File: config.mk
export PLATFORM = sky130hd
export DESIGN_NAME = fastcounter_seq_ctl_flat
export DESIGN_NICKNAME = d
export VERILOG_FILES = /design/src/rtl/fastcounter_seq_ctl_if.sv /design/src/rtl/fastcounter_seq_ctl.sv /design/src/flat_wrapper.sv
export SDC_FILE = /design/constraint.sdc
export NUM_CORES = 1
export LEC_CHECK = 0
export ABC_AREA = 1
export CAP_MARGIN = 30
export CELL_PAD_IN_SITES_DETAIL_PLACEMENT = 1
export CELL_PAD_IN_SITES_GLOBAL_PLACEMENT = 2
export CORE_ASPECT_RATIO = 1.5
export CORE_UTILIZATION = 32
export DETAILED_ROUTE_END_ITERATION = 8
export PLACE_DENSITY = 0.87
export SYNTH_ARGS = -nofsm -noshare
export SYNTH_HDL_FRONTEND = slang
export SYNTH_SLANG_ARGS = --single-unit
File: constraint.sdc
create_clock -name i_clk -period 2.6 [get_ports i_clk]
set_input_delay 0.26 -clock i_clk [delete_from_list [all_inputs] [get_ports i_clk]]
set_output_delay 0.26 -clock i_clk [all_outputs]
set_load 0.01 [all_outputs]
File: src/rtl/fastcounter_seq_ctl_if.sv
// Control and status pins between the sequencer and one fastcounter instance.
// Signal names are from the sequencer's point of view.
interface fastcounter_seq_ctl_if #(
  parameter int unsigned NBITS = 9
);
  logic             o_cnt_mode;
  logic             o_cnt_en;
  logic             o_cnt_load;
  logic [NBITS-1:0] o_cnt_load_q;
  logic             i_cnt_zpulse;

  modport master (
    output o_cnt_mode, o_cnt_en, o_cnt_load, o_cnt_load_q,
    input  i_cnt_zpulse
  );

  modport slave (
    input  o_cnt_mode, o_cnt_en, o_cnt_load, o_cnt_load_q,
    output i_cnt_zpulse
  );
endinterface

File: src/rtl/fastcounter_seq_ctl.sv
// Oneshot interval sequencer: walks a table of intervals through a fastcounter,
// strobing step per expired slot and done at the end of a non-looping run.
module fastcounter_seq_ctl #(
  parameter  int unsigned NBITS  = 9,
  parameter  int unsigned NSLOTS = 4,
  localparam int unsigned SLOT_W = $clog2(NSLOTS)
) (
  input  logic                  i_clk,
  input  logic                  i_rst_n,
  input  logic                  i_cfg_we,
  input  logic [SLOT_W-1:0]     i_cfg_addr,
  input  logic [NBITS-1:0]      i_cfg_data,
  input  logic [SLOT_W-1:0]     i_cfg_len,
  input  logic                  i_cfg_loop,
  input  logic                  i_start,
  input  logic                  i_abort,
  input  logic                  i_tick,
  fastcounter_seq_ctl_if.master cnt,
  output logic                  o_busy,
  output logic [SLOT_W-1:0]     o_slot,
  output logic                  o_step,
  output logic                  o_done
);

  localparam logic [1:0] ST_IDLE = 2'd0;
  localparam logic [1:0] ST_LOAD = 2'd1;
  localparam logic [1:0] ST_WAIT = 2'd2;
  localparam logic [1:0] ST_STEP = 2'd3;

  logic [1:0]        state_q, state_d;
  logic [SLOT_W-1:0] slot_q, slot_d;
  logic [SLOT_W-1:0] len_q, len_d;
  logic              loop_q, loop_d;
  logic [NBITS-1:0]  tbl_q [NSLOTS];
  logic [NBITS-1:0]  tbl_d [NSLOTS];
  logic              busy_q, busy_d;
  logic              en_q, en_d;
  logic              load_q, load_d;
  logic [NBITS-1:0]  load_val_q, load_val_d;
  logic              step_q, step_d;
  logic              done_q, done_d;

  logic              addr_ok_c;
  logic [SLOT_W-1:0] len_sat_c;

  // Range guards only exist when the index field can address past the table.
  generate
    if ((2 ** SLOT_W) == NSLOTS) begin : g_full_range
      assign addr_ok_c = 1'b1;
      assign len_sat_c = i_cfg_len;
    end else begin : g_part_range
      localparam logic [SLOT_W-1:0] LAST = SLOT_W'(NSLOTS - 1);
      assign addr_ok_c = (i_cfg_addr <= LAST);
      assign len_sat_c = (i_cfg_len > LAST) ? LAST : i_cfg_len;
    end
  endgenerate

  // Interval table write port, usable in any state.
  always_comb begin
    tbl_d = tbl_q;
    if (i_cfg_we && addr_ok_c) begin
      tbl_d[i_cfg_addr] = i_cfg_data;
    end
  end

  // Next state, then outputs as they must appear in that next state.
  always_comb begin
    state_d = state_q;
    slot_d  = slot_q;
    len_d   = len_q;
    loop_d  = loop_q;

    if (i_abort) begin
      state_d = ST_IDLE;
    end else begin
      case (state_q)
        ST_IDLE: begin
          if (i_start) begin
            state_d = ST_LOAD;
            slot_d  = '0;
            len_d   = len_sat_c;
            loop_d  = i_cfg_loop;
          end
        end
        // A zero interval never loads the counter and expires at once.
        ST_LOAD: state_d = load_q ? ST_WAIT : ST_STEP;
        ST_WAIT: begin
          if (cnt.i_cnt_zpulse) begin
            state_d = ST_STEP;
          end
        end
        ST_STEP: begin
          if (slot_q == len_q) begin
            if (loop_q) begin
              slot_d  = '0;
              state_d = ST_LOAD;
            end else begin
              state_d = ST_IDLE;
            end
          end else begin
            slot_d  = slot_q + SLOT_W'(1);
            state_d = ST_LOAD;
          end
        end
        default: state_d = ST_IDLE;
      endcase
    end

    busy_d     = (state_d != ST_IDLE);
    load_d     = (state_d == ST_LOAD) && (tbl_q[slot_d] != '0);
    load_val_d = load_d ? tbl_q[slot_d] : '0;
    en_d       = (state_d == ST_WAIT) && i_tick;
    step_d     = (state_d == ST_STEP);
    done_d     = step_d && (slot_d == len_d) && !loop_d;
  end

  always_ff @(posedge i_clk or negedge i_rst_n) begin
    if (!i_rst_n) begin
      state_q    <= ST_IDLE;
      slot_q     <= '0;
      len_q      <= '0;
      loop_q     <= 1'b0;
      busy_q     <= 1'b0;
      en_q       <= 1'b0;
      load_q     <= 1'b0;
      load_val_q <= '0;
      step_q     <= 1'b0;
      done_q     <= 1'b0;
      for (int unsigned i = 0; i < NSLOTS; i++) begin
        tbl_q[i] <= '0;
      end
    end else begin
      state_q    <= state_d;
      slot_q     <= slot_d;
      len_q      <= len_d;
      loop_q     <= loop_d;
      busy_q     <= busy_d;
      en_q       <= en_d;
      load_q     <= load_d;
      load_val_q <= load_val_d;
      step_q     <= step_d;
      done_q     <= done_d;
      tbl_q      <= tbl_d;
    end
  end

  assign cnt.o_cnt_mode   = 1'b1;
  assign cnt.o_cnt_en     = en_q;
  assign cnt.o_cnt_load   = load_q;
  assign cnt.o_cnt_load_q = load_val_q;
  assign o_busy           = busy_q;
  assign o_slot           = slot_q;
  assign o_step           = step_q;
  assign o_done           = done_q;

endmodule

File: src/flat_wrapper.sv
// flat-port wrapper written by rule: the top's interface ports become plain ports
module fastcounter_seq_ctl_flat 
#(
  parameter  int unsigned NBITS  = 9,
  parameter  int unsigned NSLOTS = 4,
  localparam int unsigned SLOT_W = $clog2(NSLOTS)
)
  (i_clk, i_rst_n, i_cfg_we, i_cfg_addr, i_cfg_data, i_cfg_len, i_cfg_loop, i_start, i_abort, i_tick, o_busy, o_slot, o_step, o_done, cnt_o_cnt_mode, cnt_o_cnt_en, cnt_o_cnt_load, cnt_o_cnt_load_q, cnt_i_cnt_zpulse);
  fastcounter_seq_ctl_if #(.NBITS(NBITS)) cnt_i ();
  input  logic i_clk;
  input  logic i_rst_n;
  input  logic i_cfg_we;
  input  logic [SLOT_W-1:0] i_cfg_addr;
  input  logic [NBITS-1:0] i_cfg_data;
  input  logic [SLOT_W-1:0] i_cfg_len;
  input  logic i_cfg_loop;
  input  logic i_start;
  input  logic i_abort;
  input  logic i_tick;
  output logic o_busy;
  output logic [SLOT_W-1:0] o_slot;
  output logic o_step;
  output logic o_done;
  output wire logic [$bits(cnt_i.o_cnt_mode)-1:0] cnt_o_cnt_mode;
  output wire logic [$bits(cnt_i.o_cnt_en)-1:0] cnt_o_cnt_en;
  output wire logic [$bits(cnt_i.o_cnt_load)-1:0] cnt_o_cnt_load;
  output wire logic [$bits(cnt_i.o_cnt_load_q)-1:0] cnt_o_cnt_load_q;
  input wire logic [$bits(cnt_i.i_cnt_zpulse)-1:0] cnt_i_cnt_zpulse;
  assign cnt_o_cnt_mode = cnt_i.o_cnt_mode;
  assign cnt_o_cnt_en = cnt_i.o_cnt_en;
  assign cnt_o_cnt_load = cnt_i.o_cnt_load;
  assign cnt_o_cnt_load_q = cnt_i.o_cnt_load_q;
  assign cnt_i.i_cnt_zpulse = cnt_i_cnt_zpulse;
  fastcounter_seq_ctl #(.NBITS(NBITS), .NSLOTS(NSLOTS)) u_core (.i_clk(i_clk), .i_rst_n(i_rst_n), .i_cfg_we(i_cfg_we), .i_cfg_addr(i_cfg_addr), .i_cfg_data(i_cfg_data), .i_cfg_len(i_cfg_len), .i_cfg_loop(i_cfg_loop), .i_start(i_start), .i_abort(i_abort), .i_tick(i_tick), .cnt(cnt_i), .o_busy(o_busy), .o_slot(o_slot), .o_step(o_step), .o_done(o_done));
endmodule
==> results of run 1 <==
-- timing repair --
item                       4_1_cts  5_1_grt
hold endpoints to repair        26        0
setup endpoints to repair        0        0
setup buffers                    0        0
hold buffers                     1        0
-- cell type report --
cell class	count	area share [%]
multi-input cells	214	30.28
inverters	31	3.372
well taps	105	3.807
flip-flops and latches	57	41.33
repair buffers	42	12.04
clock buffers	12	7.723
clock inverters	4	1.450
-- per-stage QoR --
step	hold WS, ns	area [sq um]	worst slack, ns	util [%]
floorplan	-0.03559	2668	0.5626	-
global placement	0.3127	3124	0.3064	38.77
detailed placement	0.3301	3124	0.1982	38.77
CTS	0.4816	3451	0.1900	42.83
global route	0.5052	3451	0.009881	42.83
finish	0.4859	3451	0.2506	42.83
-- synth_stat cells (all sizes together) --
| library cell | n | share of area (%) |
|---|---|---|
| nand3 | 40 | 7.9 |
| o21ai | 40 | 7.5 |
| dfrtp | 57 | 53 |
| ha | 4 | 1.9 |
| nor2 | 22 | 3.4 |
| inv | 31 | 4.4 |
| conb | 1 | 0.14 |
| a21oi | 4 | 0.89 |
| clkbuf | 4 | 0.56 |
| and2 | 1 | 0.33 |
| buf | 7 | 2.4 |
| nor3 | 1 | 0.61 |
| xor2 | 2 | 0.66 |
| xnor2 | 1 | 0.33 |
| o211ai | 1 | 0.28 |
| nand3b | 1 | 0.28 |
| nor4 | 1 | 0.23 |
| nand2 | 95 | 15 |
-- critical path, delay by kind of cell (launching register included) --
| family | cells | cell delay, ns |
|---|---|---|
| AND/OR/NAND/NOR | 11 | 1.35 |
| flip-flops | 1 | 0.41 |
| adder cells (fa/ha/maj) | 1 | 0.34 |
| buffers and inverters | 2 | 0.15 |
-- power by group --
part | internal (mW) | leakage [nW] | total (mW) | switching [mW]
combinational | 0.489 | 0.801 | 1.23 | 0.743
clock | 0.816 | 0.151 | 1.22 | 0.399
sequential | 1.09 | 0.726 | 1.22 | 0.129
total | 2.40 | 1.68 | 3.67 | 1.27
-- sequential cells by signal (all words and copies together), names as in the netlist --
| register | flops |
|---|---|
| u_core.cnt.o_cnt_en | 1 |
| u_core.cnt.o_cnt_load | 1 |
| u_core.cnt.o_cnt_load_q | 9 |
| u_core.len_q | 2 |
| u_core.loop_q | 1 |
| u_core.o_busy | 1 |
| u_core.o_done | 1 |
| u_core.o_slot | 2 |
| u_core.o_step | 1 |
| u_core.state_q | 2 |
| u_core.tbl_q | 36 |
-- routing by layer --
layer	up-vias	GRT usage [%]
met5	-	0
met4	0	8.462
met3	11	3.360
met2	32	31.89
met1	1078	18.83
li1	1082	-
-- path summary, 6_finish.rpt --
check                      depth (start not counted)              start                    endpoint
setup / recovery                                  14  u_core.state_q[0]  u_core.cnt.o_cnt_load_q[0]
hold / removal                                     2            i_rst_n             u_core.tbl_q[5]
setup reg to reg                                  14  u_core.state_q[0]  u_core.cnt.o_cnt_load_q[0]
hold reg to reg                                    2   u_core.tbl_q[20]            u_core.tbl_q[20]
max in group asynchronous                          3            i_rst_n            u_core.tbl_q[20]
min in group i_clk                                 2   u_core.tbl_q[20]            u_core.tbl_q[20]
-- cell families after synthesis --
logic type,synth area share [%]
flops,53.47
fa+ha+maj,1.876
simple gates,27.49
xor+xnor,0.9852
compound gates,8.677
other cells,0.1406
buf+inv,7.363
==> metrics.md, run 1 <==
| Metric | Value |
|---|---|
| RSZ-0062 raised after global routing | `no` |
| Min Tclk post-route | `2.349 ns` |
| Critical Path End Type | `flop` |
| Routed WL | `~6.7 mm` |
| H-tree levels | `3` |
| Worst slew margin | `53.09%` |
| GRT Total Usage | `17.31%` |
| Clk buf depth | `2` |
| Register Area | `1426 sq um` |
| Worst Max-Slew Pin Slew | `0.7017 ns` |
| Metal3 WL | `135 um` |
| Hpwl dp | `~4.8 mm` |
| Worst path arrival time | `2.57 ns` |
| Synth unique cells | `27` |
| Fin Setup TNS | `0 ns` |
| Area of the multi-input gates | `~1000 sq um` |
| Slowest cell on the critical path | `dfrtp_1` |
| Most frequent cells in the layout | `nand2_1, dfrtp_1, o21ai_0, nand3_1, clkdlybuf4s50_1` |
| Total power draw | `3.669 mW` |
| Fin. Hold Viols | `0` |
| FP Rows | `40` |
| Die Span X | `76.55 um` |
| Drt via density | `4.738` |
| Status | `completed` |
| Fin. max-slew vios | `0` |
| Cell repeated most along the worst path | `nand2_1` |
| Endpoints failing setup | `0` |
| Mapped Area | `2668 sq um` |
| Max_cap viols | `0` |
| Yosys warns | `0` |
| Vias in the first global route | `2,338` |
| #FFs+latches synth | `57` |
| Clock Latency Late Sink | `about 0.33 ns` |
| TritonCTS clock tree | `built` |
| Most common cell after layout, fill and taps aside | `nand2_1` |
| Worst endpoint required time | `2.82 ns` |
| Startpoint class of the critical path | `flop` |
| Post-CTS Resized | `0` |
| Wire per inst | `14.33 um` |
| VDD IR max | `0.0004234 V` |
| Worst path cell trace | `inv_1, ha_1, nor2_1, nand2_1, nand2_1, inv_1, nor2_2, nand3_1, nand2_1, nand2_1, nor2_2, nand3_2, nand2_4, nor2_1` |
| Layout Nets | `380` |
| Cell Pwr Density | `1063 nW/um^2` |
| Initial DRT Pass Iterations | `3` |
| Layout cells sized above 1 | `11.11%` |
| Met1 wire length | `between 2 and 3 mm` |
| Layout area overhead | `29.36%` |
| F_max | `425.6 MHz` |
| Via count | `2,203` |
| Uppermost layer routed | `met4` |
| Sequential cell area fraction in the yosys report | `53.47%` |
| Core Area | `8058 sq um` |
| Mapped Cells | `313` |
| GR Overflow Total | `0` |
| GP Congestion | `0.7462` |
| Worst R2R Setup Slack | `around 0.25 ns` |
| Detail Route Antenna Nets | `0` |
| Final Cycle Share | `90.36%` |
| Number of diodes | `0` |
| DRC violations left | `0` |
| Clock Sinks | `57` |
| Routed wl met2 | `3.626 mm` |
| Lkg Pwr | `1.677 nW` |
| Die area | `8713 sq um` |
| Starting Density | `33.11%` |
| Syn avg cell area | `8.523 sq um` |
| Initial antenna violation count | `0` |
| Clk_skew | `0.005071 ns` |
| Port bufs | `36` |
| CTS root buf | `clkbuf_16` |
| Inst Count DP | `between 400 and 500` |
| Boundary Pins | `38` |
| Post-Syn Nets | `338` |
| First-pass GRT wire length | `11.44 mm` |
| Largest net degree at the start of global routing | `32` |
| Initial DRC Count | `84` |
| Die height | `113.8 um` |
| Worst min-delay path class | `in -> async` |
| Crit path max fanout | `9` |
| Cell Count, Final, Fillers Out | `465` |
| Number of fill cells | `around 940` |
| Slowest Stage Delay on Critical Path | `around 0.4 ns` |
| Clk slew on worst S/H paths | `0.05 ns` |
| Critical path class | `reg -> reg` |
| Num CTS Buffers | `9` |
Power figures use the tool's default switching activity.
==> run 2: changes to the inputs <==
CORE_MARGIN = 1   (was unset)
REMOVE_ABC_BUFFERS = 1   (was unset)
==> run 2 against run 1 <==
  * Critical path depth stayed put
  * Cell count is 0.22% higher
  * Sequential power hardly changed
  * Setup slack better by 0.0053 ns
  * Critical path type unchanged
  * Utilization is 0.50 points lower
  * Register-to-register slack hardly changed
  * First-iteration DRC count is 49% lower
  * Hold slack worse by 0.17 ns
  * Non-clock buffer count is 1 higher
  * Critical endpoint unchanged
==> metrics.md, run 2 (synthesis gave the netlist of run 1 again) <==
| Metric | Value |
|---|---|
| Initial DRT Pass Iterations | `4` |
| Initial DRC Count | `43` |
| Most frequent cells in the layout | `nand2_1, dfrtp_1, o21ai_0, nand3_1, clkdlybuf4s50_1` |
| Drt via density | `4.749` |
| Hpwl dp | `4.964 mm` |
| CTS root buf | `clkbuf_16` |
| Worst endpoint required time | `2.81 ns` |
| Initial antenna violation count | `0` |
| Number of diodes | `0` |
| Status | `completed` |
| Clk buf depth | `2` |
| Place WS | `0.1484 ns` |
| Detail Route Antenna Nets | `0` |
| H-tree levels | `3` |
| Layout area overhead | `27.86%` |
| Wire per inst | `between 10 and 15 um` |
| Critical path class | `reg -> reg` |
| FP Rows | `40` |
| Layout cells sized above 1 | `between 10% and 20%` |
| Clk_skew | `between 0.006 and 0.007 ns` |
| Min Tclk post-route | `2.344 ns` |
| GR Overflow Total | `0` |
| Endpoints failing setup | `0` |
| Boundary Pins | `38` |
| Core Area | `8058 sq um` |
| Final worst setup slack | `0.2559 ns` |
| Cell Pwr Density | `1032 nW/um^2` |
| Final Cycle Share | `90.16%` |
| Die height | `around 110 um` |
| First-pass GRT wire length | `around 12 mm` |
| Startpoint class of the critical path | `flop` |
| Clk slew on worst S/H paths | `0.05 ns` |
| Clock Sinks | `between 50 and 60` |
| Total power draw | `3.521 mW` |
| Via count | `2,213` |
| VDD IR max | `0.0003953 V` |
| Fin. Hold Viols | `0` |
| Layout Nets | `381` |
| Largest net degree at the start of global routing | `27` |
| Worst path arrival time | `between 2 and 3 ns` |
| Largest Register | `u_core.tbl_q` |
| Cell Count, Final, Fillers Out | `466` |
| Inst Count DP | `~450` |
| Fin. max-slew vios | `0` |
| Max reg flops | `36` |
| Most common cell after layout, fill and taps aside | `nand2_1` |
| Num CTS Buffers | `9` |
| Die Span X | `76.55 um` |
| Fin Setup TNS | `0 ns` |
| Worst slew margin | `52.50%` |
| F_max | `426.6 MHz` |
| Critical Path End Type | `flop` |
| Area of the multi-input gates | `1050 sq um` |
| Starting Density | `approximately a third` |
| Max_cap viols | `0` |
| Worst min-delay path class | `in -> async` |
| Routed WL | `6.628 mm` |
| Vias in the first global route | `around 2,400` |
| GRT Total Usage | `17.42%` |
| Number of fill cells | `965` |
| DRC violations left | `0` |
| RSZ-0062 raised after global routing | `no` |
| Crit path max fanout | `20` |
| Port bufs | `36` |
| Die area | `about 8700 sq um` |
| Lkg Pwr | `between 1.5 and 2 nW` |
| Clock Latency Late Sink | `0.33 ns` |
| Worst Max-Slew Pin Slew | `0.7105 ns` |
| GP Congestion | `0.7489` |
| TritonCTS clock tree | `built` |
| Register Area | `1426 sq um` |
-- run 2: layout make-up --
class	count	area share, %
clock buffer	14	7.740
timing repair buffer	43	12.03
multi-input combinational	214	30.78
inverter	31	3.412
tap	105	3.852
clock inverter	2	0.3668
sequential	57	41.82
-- run 2: power breakdown --
part / switching [mW] / leakage [nW] / internal [mW]
combinational: 0.742 / 0.802 / 0.488
sequential: 0.131 / 0.726 / 1.09
clock: 0.375 / 0.133 / 0.693
-- run 2: what timing repair did --
action / 4_1_cts / 5_1_grt
setup endpoints to repair: 0 / 8
hold buffers: 1 / 0
endpoints found under the hold margin: 7 / 0
gates resized for setup: 0 / 1
buffers inserted: 0 / 0
-- run 2: routing by layer --
| layer | part of all wire (%) | global-route usage (%) | vias to the layer above |
|---|---|---|---|
| li1 | - | - | 1082 |
| met1 | 39 | 17.65 | 1066 |
| met2 | 54 | 32.61 | 48 |
| met3 | 2.7 | 3.520 | 17 |
| met4 | 4.0 | 10.51 | 0 |
| met5 | 0 | 0 | - |
-- run 2: per-stage QoR --
step	instance area, sq um	util (%)	hold WS, ns
CTS	3406	42.27	0.3153
finish	3411	42.33	0.3180
floorplan	2587	-	-0.03559
global placement	3119	38.71	0.1257
detailed placement	3119	38.71	0.1322
global route	3411	42.33	0.3560
-- run 2: path summary, 6_finish.rpt --
| kind | slack, ns | endpoint | cells past startpoint | from |
|---|---|---|---|---|
| min reg2reg | 0.48 | u_core.tbl_q[10] | 2 | u_core.tbl_q[10] |
| max | 0.26 | u_core.cnt.o_cnt_load_q[0] | 14 | u_core.state_q[0] |
| max in group asynchronous | 1.69 | u_core.tbl_q[3] | 3 | i_rst_n |
| max reg2reg | 0.26 | u_core.cnt.o_cnt_load_q[0] | 14 | u_core.state_q[0] |
| min in group i_clk | 0.48 | u_core.tbl_q[10] | 2 | u_core.tbl_q[10] |
| min | 0.32 | u_core.len_q[0] | 2 | i_rst_n |
-- run 2: worst max-delay path, stage by stage (launching register included) --
cell     delay [ns]
dfrtp_1        0.41
inv_1          0.08
ha_1           0.34
nor2_1         0.17
nand2_1        0.11
nand2_2        0.19
nand2_4        0.19
nand2_1        0.11
nand3_1        0.07
nand2_1        0.12
nand2_1        0.07
nor2_2         0.12
nand3_2        0.09
nand2_4        0.10
nor2_1         0.06
